`src/rtl/pe_chain_ctrl.sv`:
```
// Sequencer for a linear chain of NUM_PE processing elements computing a sliding dot product.
// Loads the tap weights, streams pixels into the chain and captures the valid chain sums.
module pe_chain_ctrl #(
    parameter int unsigned DATA_WIDTH   = 8,
    parameter int unsigned WEIGHT_WIDTH = 8,
    parameter int unsigned NUM_PE       = 3,
    parameter int unsigned LEN_WIDTH    = 10,
    parameter int unsigned SUM_WIDTH    = 18
) (
    input  logic                           clk,
    input  logic                           rstn,
    input  logic                           start,
    input  logic                           reuse_w,
    input  logic [LEN_WIDTH-1:0]           frame_len,
    input  logic                           w_valid,
    input  logic [WEIGHT_WIDTH-1:0]        w_data,
    output logic                           w_ready,
    input  logic                           px_valid,
    input  logic [DATA_WIDTH-1:0]          px_data,
    output logic                           px_ready,
    output logic                           pe_en,
    output logic [DATA_WIDTH-1:0]          pe_input,
    output logic [NUM_PE*WEIGHT_WIDTH-1:0] pe_weight_bus,
    input  logic [SUM_WIDTH-1:0]           array_sum,
    output logic                           out_valid,
    output logic [SUM_WIDTH-1:0]           out_data,
    output logic                           busy,
    output logic                           done,
    output logic                           err
);

    localparam int unsigned WidxWidth = $clog2(NUM_PE);
    localparam logic [WidxWidth-1:0] LastTap     = WidxWidth'(NUM_PE - 1);
    localparam logic [LEN_WIDTH-1:0] MinLen      = LEN_WIDTH'(NUM_PE);
    localparam logic [LEN_WIDTH-1:0] FirstTagged = LEN_WIDTH'(NUM_PE - 1);

    typedef enum logic [2:0] {
        StIdle,
        StLoadW,
        StCompute,
        StDrain,
        StDone
    } state_e;

    state_e                          state_q, state_d;
    logic [LEN_WIDTH-1:0]            frame_len_q, frame_len_d;
    logic [LEN_WIDTH-1:0]            pcnt_q, pcnt_d;
    logic [WidxWidth-1:0]            widx_q, widx_d;
    logic                            drain_q, drain_d;
    logic [NUM_PE*WEIGHT_WIDTH-1:0]  taps_q, taps_d;
    logic                            tag_q, tag_d;
    logic                            out_valid_q;
    logic [SUM_WIDTH-1:0]            out_data_q;

    always_comb begin
        state_d     = state_q;
        frame_len_d = frame_len_q;
        pcnt_d      = pcnt_q;
        widx_d      = widx_q;
        drain_d     = drain_q;
        taps_d      = taps_q;
        w_ready     = 1'b0;
        px_ready    = 1'b0;
        pe_en       = 1'b0;
        err         = 1'b0;
        done        = 1'b0;

        unique case (state_q)
            StIdle: begin
                if (start) begin
                    frame_len_d = frame_len;
                    if (frame_len < MinLen) begin
                        err     = 1'b1;
                        state_d = StDone;
                    end else if (reuse_w) begin
                        state_d = StCompute;
                    end else begin
                        state_d = StLoadW;
                    end
                end
            end
            StLoadW: begin
                w_ready = 1'b1;
                if (w_valid) begin
                    for (int unsigned i = 0; i < NUM_PE; i++) begin
                        if (widx_q == WidxWidth'(i)) begin
                            taps_d[i*WEIGHT_WIDTH +: WEIGHT_WIDTH] = w_data;
                        end
                    end
                    if (widx_q == LastTap) begin
                        widx_d  = '0;
                        state_d = StCompute;
                    end else begin
                        widx_d = widx_q + WidxWidth'(1);
                    end
                end
            end
            StCompute: begin
                px_ready = 1'b1;
                pe_en    = px_valid;
                if (px_valid) begin
                    pcnt_d = pcnt_q + LEN_WIDTH'(1);
                    if (pcnt_q == frame_len_q - LEN_WIDTH'(1)) begin
                        state_d = StDrain;
                    end
                end
            end
            StDrain: begin
                // Two cycles let the last tag reach out_valid before done.
                drain_d = 1'b1;
                if (drain_q) begin
                    drain_d = 1'b0;
                    state_d = StDone;
                end
            end
            StDone: begin
                done    = 1'b1;
                state_d = StIdle;
            end
            default: begin
                state_d = StIdle;
            end
        endcase

        if ((state_d == StIdle) && (state_q != StIdle)) begin
            pcnt_d  = '0;
            widx_d  = '0;
            drain_d = 1'b0;
        end
    end

    // Only accepts from the (NUM_PE-1)th pixel on see a full window in the chain.
    assign tag_d = pe_en && (pcnt_q >= FirstTagged);

    always_ff @(posedge clk or negedge rstn) begin
        if (!rstn) begin
            state_q     <= StIdle;
            frame_len_q <= '0;
            pcnt_q      <= '0;
            widx_q      <= '0;
            drain_q     <= 1'b0;
            taps_q      <= '0;
            tag_q       <= 1'b0;
            out_valid_q <= 1'b0;
            out_data_q  <= '0;
        end else begin
            state_q     <= state_d;
            frame_len_q <= frame_len_d;
            pcnt_q      <= pcnt_d;
            widx_q      <= widx_d;
            drain_q     <= drain_d;
            taps_q      <= taps_d;
            tag_q       <= tag_d;
            out_valid_q <= tag_q;
            if (tag_q) begin
                out_data_q <= array_sum;
            end
        end
    end

    assign pe_input      = px_data;
    assign pe_weight_bus = taps_q;
    assign out_valid     = out_valid_q;
    assign out_data      = out_data_q;
    assign busy          = (state_q != StIdle);

endmodule

```
`config.mk`:
```
export PLATFORM = sky130hd
export DESIGN_NAME = pe_chain_ctrl
export DESIGN_NICKNAME = d
export VERILOG_FILES = /design/src/rtl/pe_chain_ctrl.sv
export SDC_FILE = /design/constraint.sdc
export NUM_CORES = 1
export LEC_CHECK = 0
export BUFFER_PORTS_ARGS = -buffer_cell sky130_fd_sc_hd__buf_2
export CORE_ASPECT_RATIO = 1.75
export CORE_MARGIN = 2
export CORE_UTILIZATION = 45
export CTS_CLUSTER_SIZE = 10
export DETAILED_ROUTE_END_ITERATION = 8
export PLACE_DENSITY_LB_ADDON = 0.08
export SYNTH_ARGS = -nofsm -noshare
export SYNTH_HDL_FRONTEND = slang
export SYNTH_SLANG_ARGS = --single-unit
export TNS_END_PERCENT = 20
```
`constraint.sdc`:
```
create_clock -name clk -period 4.1 [get_ports clk]
set_clock_uncertainty 0.05 [all_clocks]
set_input_delay 0.205 -clock clk [delete_from_list [all_inputs] [get_ports clk]]
set_output_delay 0.205 -clock clk [all_outputs]
set_load 0.02 [all_outputs]
```
==> results.sh <==
export IMPL_relSlewSlack_pct=40.1
export IMPL_syn2layout_area_growth_pct=22.4
export IMPL_crit_arrival_ps=2410
export IMPL_cts_path_max_buffers=2
export IMPL_ys_warn_count=0
export IMPL_clkTransAtPathRegs_ps=50
export IMPL_hold_worst_slack_ps=35.4
export IMPL_setup_worst_path_end_class="flip-flop"
export IMPL_cts_max_level=3
export IMPL_p_leak_uw=0.00194
export IMPL_io_buffers=90
export IMPL_critPathRequiredTime_ps=4280
export IMPL_crit_fanout=19
export IMPL_ant_nets=0
export IMPL_cts_sinks=70
export IMPL_drcViolationCount=0
export IMPL_crit_path_start_kind="flip-flop"
export IMPL_track_usage_pct=17.9
export IMPL_syn_area_per_cell_um2=11.5
export IMPL_synthAdderAreaFrac_pct=1.16
export IMPL_yosysMostFrequentCell="dfrtp_1"
export IMPL_maxCapViolCount=0
export IMPL_fin_total_pwr_uw=3190
export IMPL_setup_viol=0
export IMPL_tightest_slew_ps=898
export IMPL_synth_top_area_share_pct=54.3
export IMPL_post_cts_buffers=0
export IMPL_synth_area_leaders="dfrtp_1, mux2_2, nand2_1"
export IMPL_max_freq_mhz=448
export IMPL_p_per_area_mw_per_mm2=808
export IMPL_grt_pass1_vias=2308
export IMPL_fin_crit_ps=2230
export IMPL_diodes=0
export IMPL_die_y_um=116
export IMPL_syn_area_mm2=0.00322
export IMPL_setup_tns_ps=0
export IMPL_antenna_found_initial=0
export IMPL_synth_mux_area_share_pct=14.7
export IMPL_min_period_over_period_pct=54.4
export IMPL_rows=40
export IMPL_globalRouteOverflowTotal=0
export IMPL_synth_simple_area_share_pct=15.1
export IMPL_die_w_um=68.0
export IMPL_synth_top_family_by_area="simple AND/OR/NAND/NOR gates"
export IMPL_vias=2331
export IMPL_first_pass_iters=4
export IMPL_cts_root_buf="clkbuf_16"
export IMPL_drive_above_1_share_pct=41.3
export IMPL_maxSlewViolCount=0
export IMPL_place_hpwl_um=4920
export IMPL_synth_edf_count=0
export IMPL_ys_top_cells_by_count="dfrtp_1, nand2_1, mux2_2"
export IMPL_yosysSeqAreaShare_pct=54.3
export IMPL_synth_area_leader_cell="dfrtp_1"
export IMPL_syn_instance_count=280
export IMPL_tritoncts="yes"
export IMPL_drtIter0Drc=97
export IMPL_worstSetupPathType="flip-flop to flip-flop"
export IMPL_hp_class="input pin to flip-flop"
export IMPL_fin_ws_ps=1870
export IMPL_cts_resized=0
export IMPL_rsz0062_at_grt="false"
export IMPL_fp_dieArea_mm2=0.00788
export IMPL_avgViaCountPerCell=5.16
export IMPL_cts_buffers=9
export IMPL_coreArea_mm2=0.00691
export IMPL_gp_congestion=0.838
export IMPL_yosys_register_bits=70
export IMPL_nets=418
export IMPL_fin_util_pct=57.1
export IMPL_grt_pass1_wl_um=10300
export IMPL_pin_count=107
export IMPL_synth_main_ff_cell="dfrtp_1"
export IMPL_wirelength_um=6460
export IMPL_place_ws_ps=1830
export IMPL_syn_num_nets=333
export IMPL_async_flop_share_pct=100
export IMPL_start_util_pct=46.7
export IMPL_synth_compound_area_share_pct=5.05
export IMPL_yosysUniqueCellTypes=44
export IMPL_vdd_drop_max_mv=0.468
export IMPL_grt_max_degree=43
export IMPL_wire_per_inst_um=14.3
export IMPL_status="finished clean"
export IMPL_hold_violations=0
export IMPL_clk_latency_ps=330
export IMPL_synth_xor_area_share_pct=5.71
-- stage by stage --
stage / instances / cell area [um2]
floorplan: 280 / 3220
global placement: 437 / 3680
detailed placement: 437 / 3680
CTS: 452 / 3950
global route: 452 / 3950
finish: 452 / 3950
-- where the power goes --
group / total, uW / switching [uW] / internal (uW) / leakage (uW)
clock: 675 / 259 / 416 / 0.000128
sequential: 1250 / 259 / 992 / 0.000878
combinational: 1260 / 698 / 562 / 0.000939
total: 3190 / 1220 / 1970 / 0.00194
-- what timing repair did --
action / CTS / global route
hold buffers: 1 / 0
endpoints found under the hold margin: 40 / 0
endpoints found under the setup margin: 0 / 0
-- worst paths after layout --
kind | cells after the start | endpoint | start | slack [ps]
min | 3 | frame_len_q[2] | frame_len[2] | 40
max in group asynchronous | 3 | pcnt_q[6] | rstn | 2610
min in group asynchronous | 2 | out_data[5] | rstn | 490
min reg2reg | 1 | pe_weight_bus[0] | pe_weight_bus[0] | 450
max reg2reg | 5 | state_q[0] | state_q[2] | 1870
max | 5 | state_q[0] | state_q[2] | 1870
-- per-layer routing --
metal	track usage [%]	wire length (um)
met1	18.5	2330
met3	3.69	332
met2	32.0	3630
met5	0	0
met4	10.4	170
-- cells by family after synthesis --
| kind of cell | count (synthesis) |
|---|---|
| AOI/OAI and AO/OA | 24 |
| DFF | 70 |
| xor gates and xnor gates | 21 |
| adders and majority gates | 3 |
| and+or+nand+nor | 97 |
| buffers and inverters | 23 |
| muxes | 42 |
-- critical path, cell delays in order (launching register included) --
cell     delay (ps)
dfrtp_1         600
nor3b_2         280
and2_1          340
nand3_1         100
or4_1           490
o32ai_2         270
-- layout make-up --
type / count / area (um2)
Multi-Input combinational cell: 187 / 1350
Clock inverter: 2 / 10.0
Clock buffer: 12 / 246
Timing Repair Buffer: 92 / 468
Tap cell: 84 / 105
Fill cell: 611 / 2960
Sequential cell: 70 / 1750
Inverter: 5 / 18.8
-- cell usage in the layout, fill, tap and decap left out, types with 4 or more instances in the layout --
| master | instances |
|---|---|
| nand3_1 | 4 |
| clkbuf_16 | 9 |
| o21ai_0 | 5 |
| nor3_1 | 4 |
| xnor2_1 | 8 |
| dfrtp_1 | 70 |
| xor2_1 | 13 |
| mux2_2 | 42 |
| nand2_1 | 45 |
| buf_2 | 90 |
| nor2_1 | 16 |
| a21oi_1 | 6 |
| inv_1 | 5 |
| or3_1 | 4 |
-- sequential cells by signal, indices dropped and copies added (netlist names) --
signal and flops:
pe_weight_bus 24, out_data 18, frame_len_q 10, pcnt_q 10, state_q 3, widx_q 2, drain_q 1, out_valid 1
tag_q 1
Power figures use the tool's default switching activity.
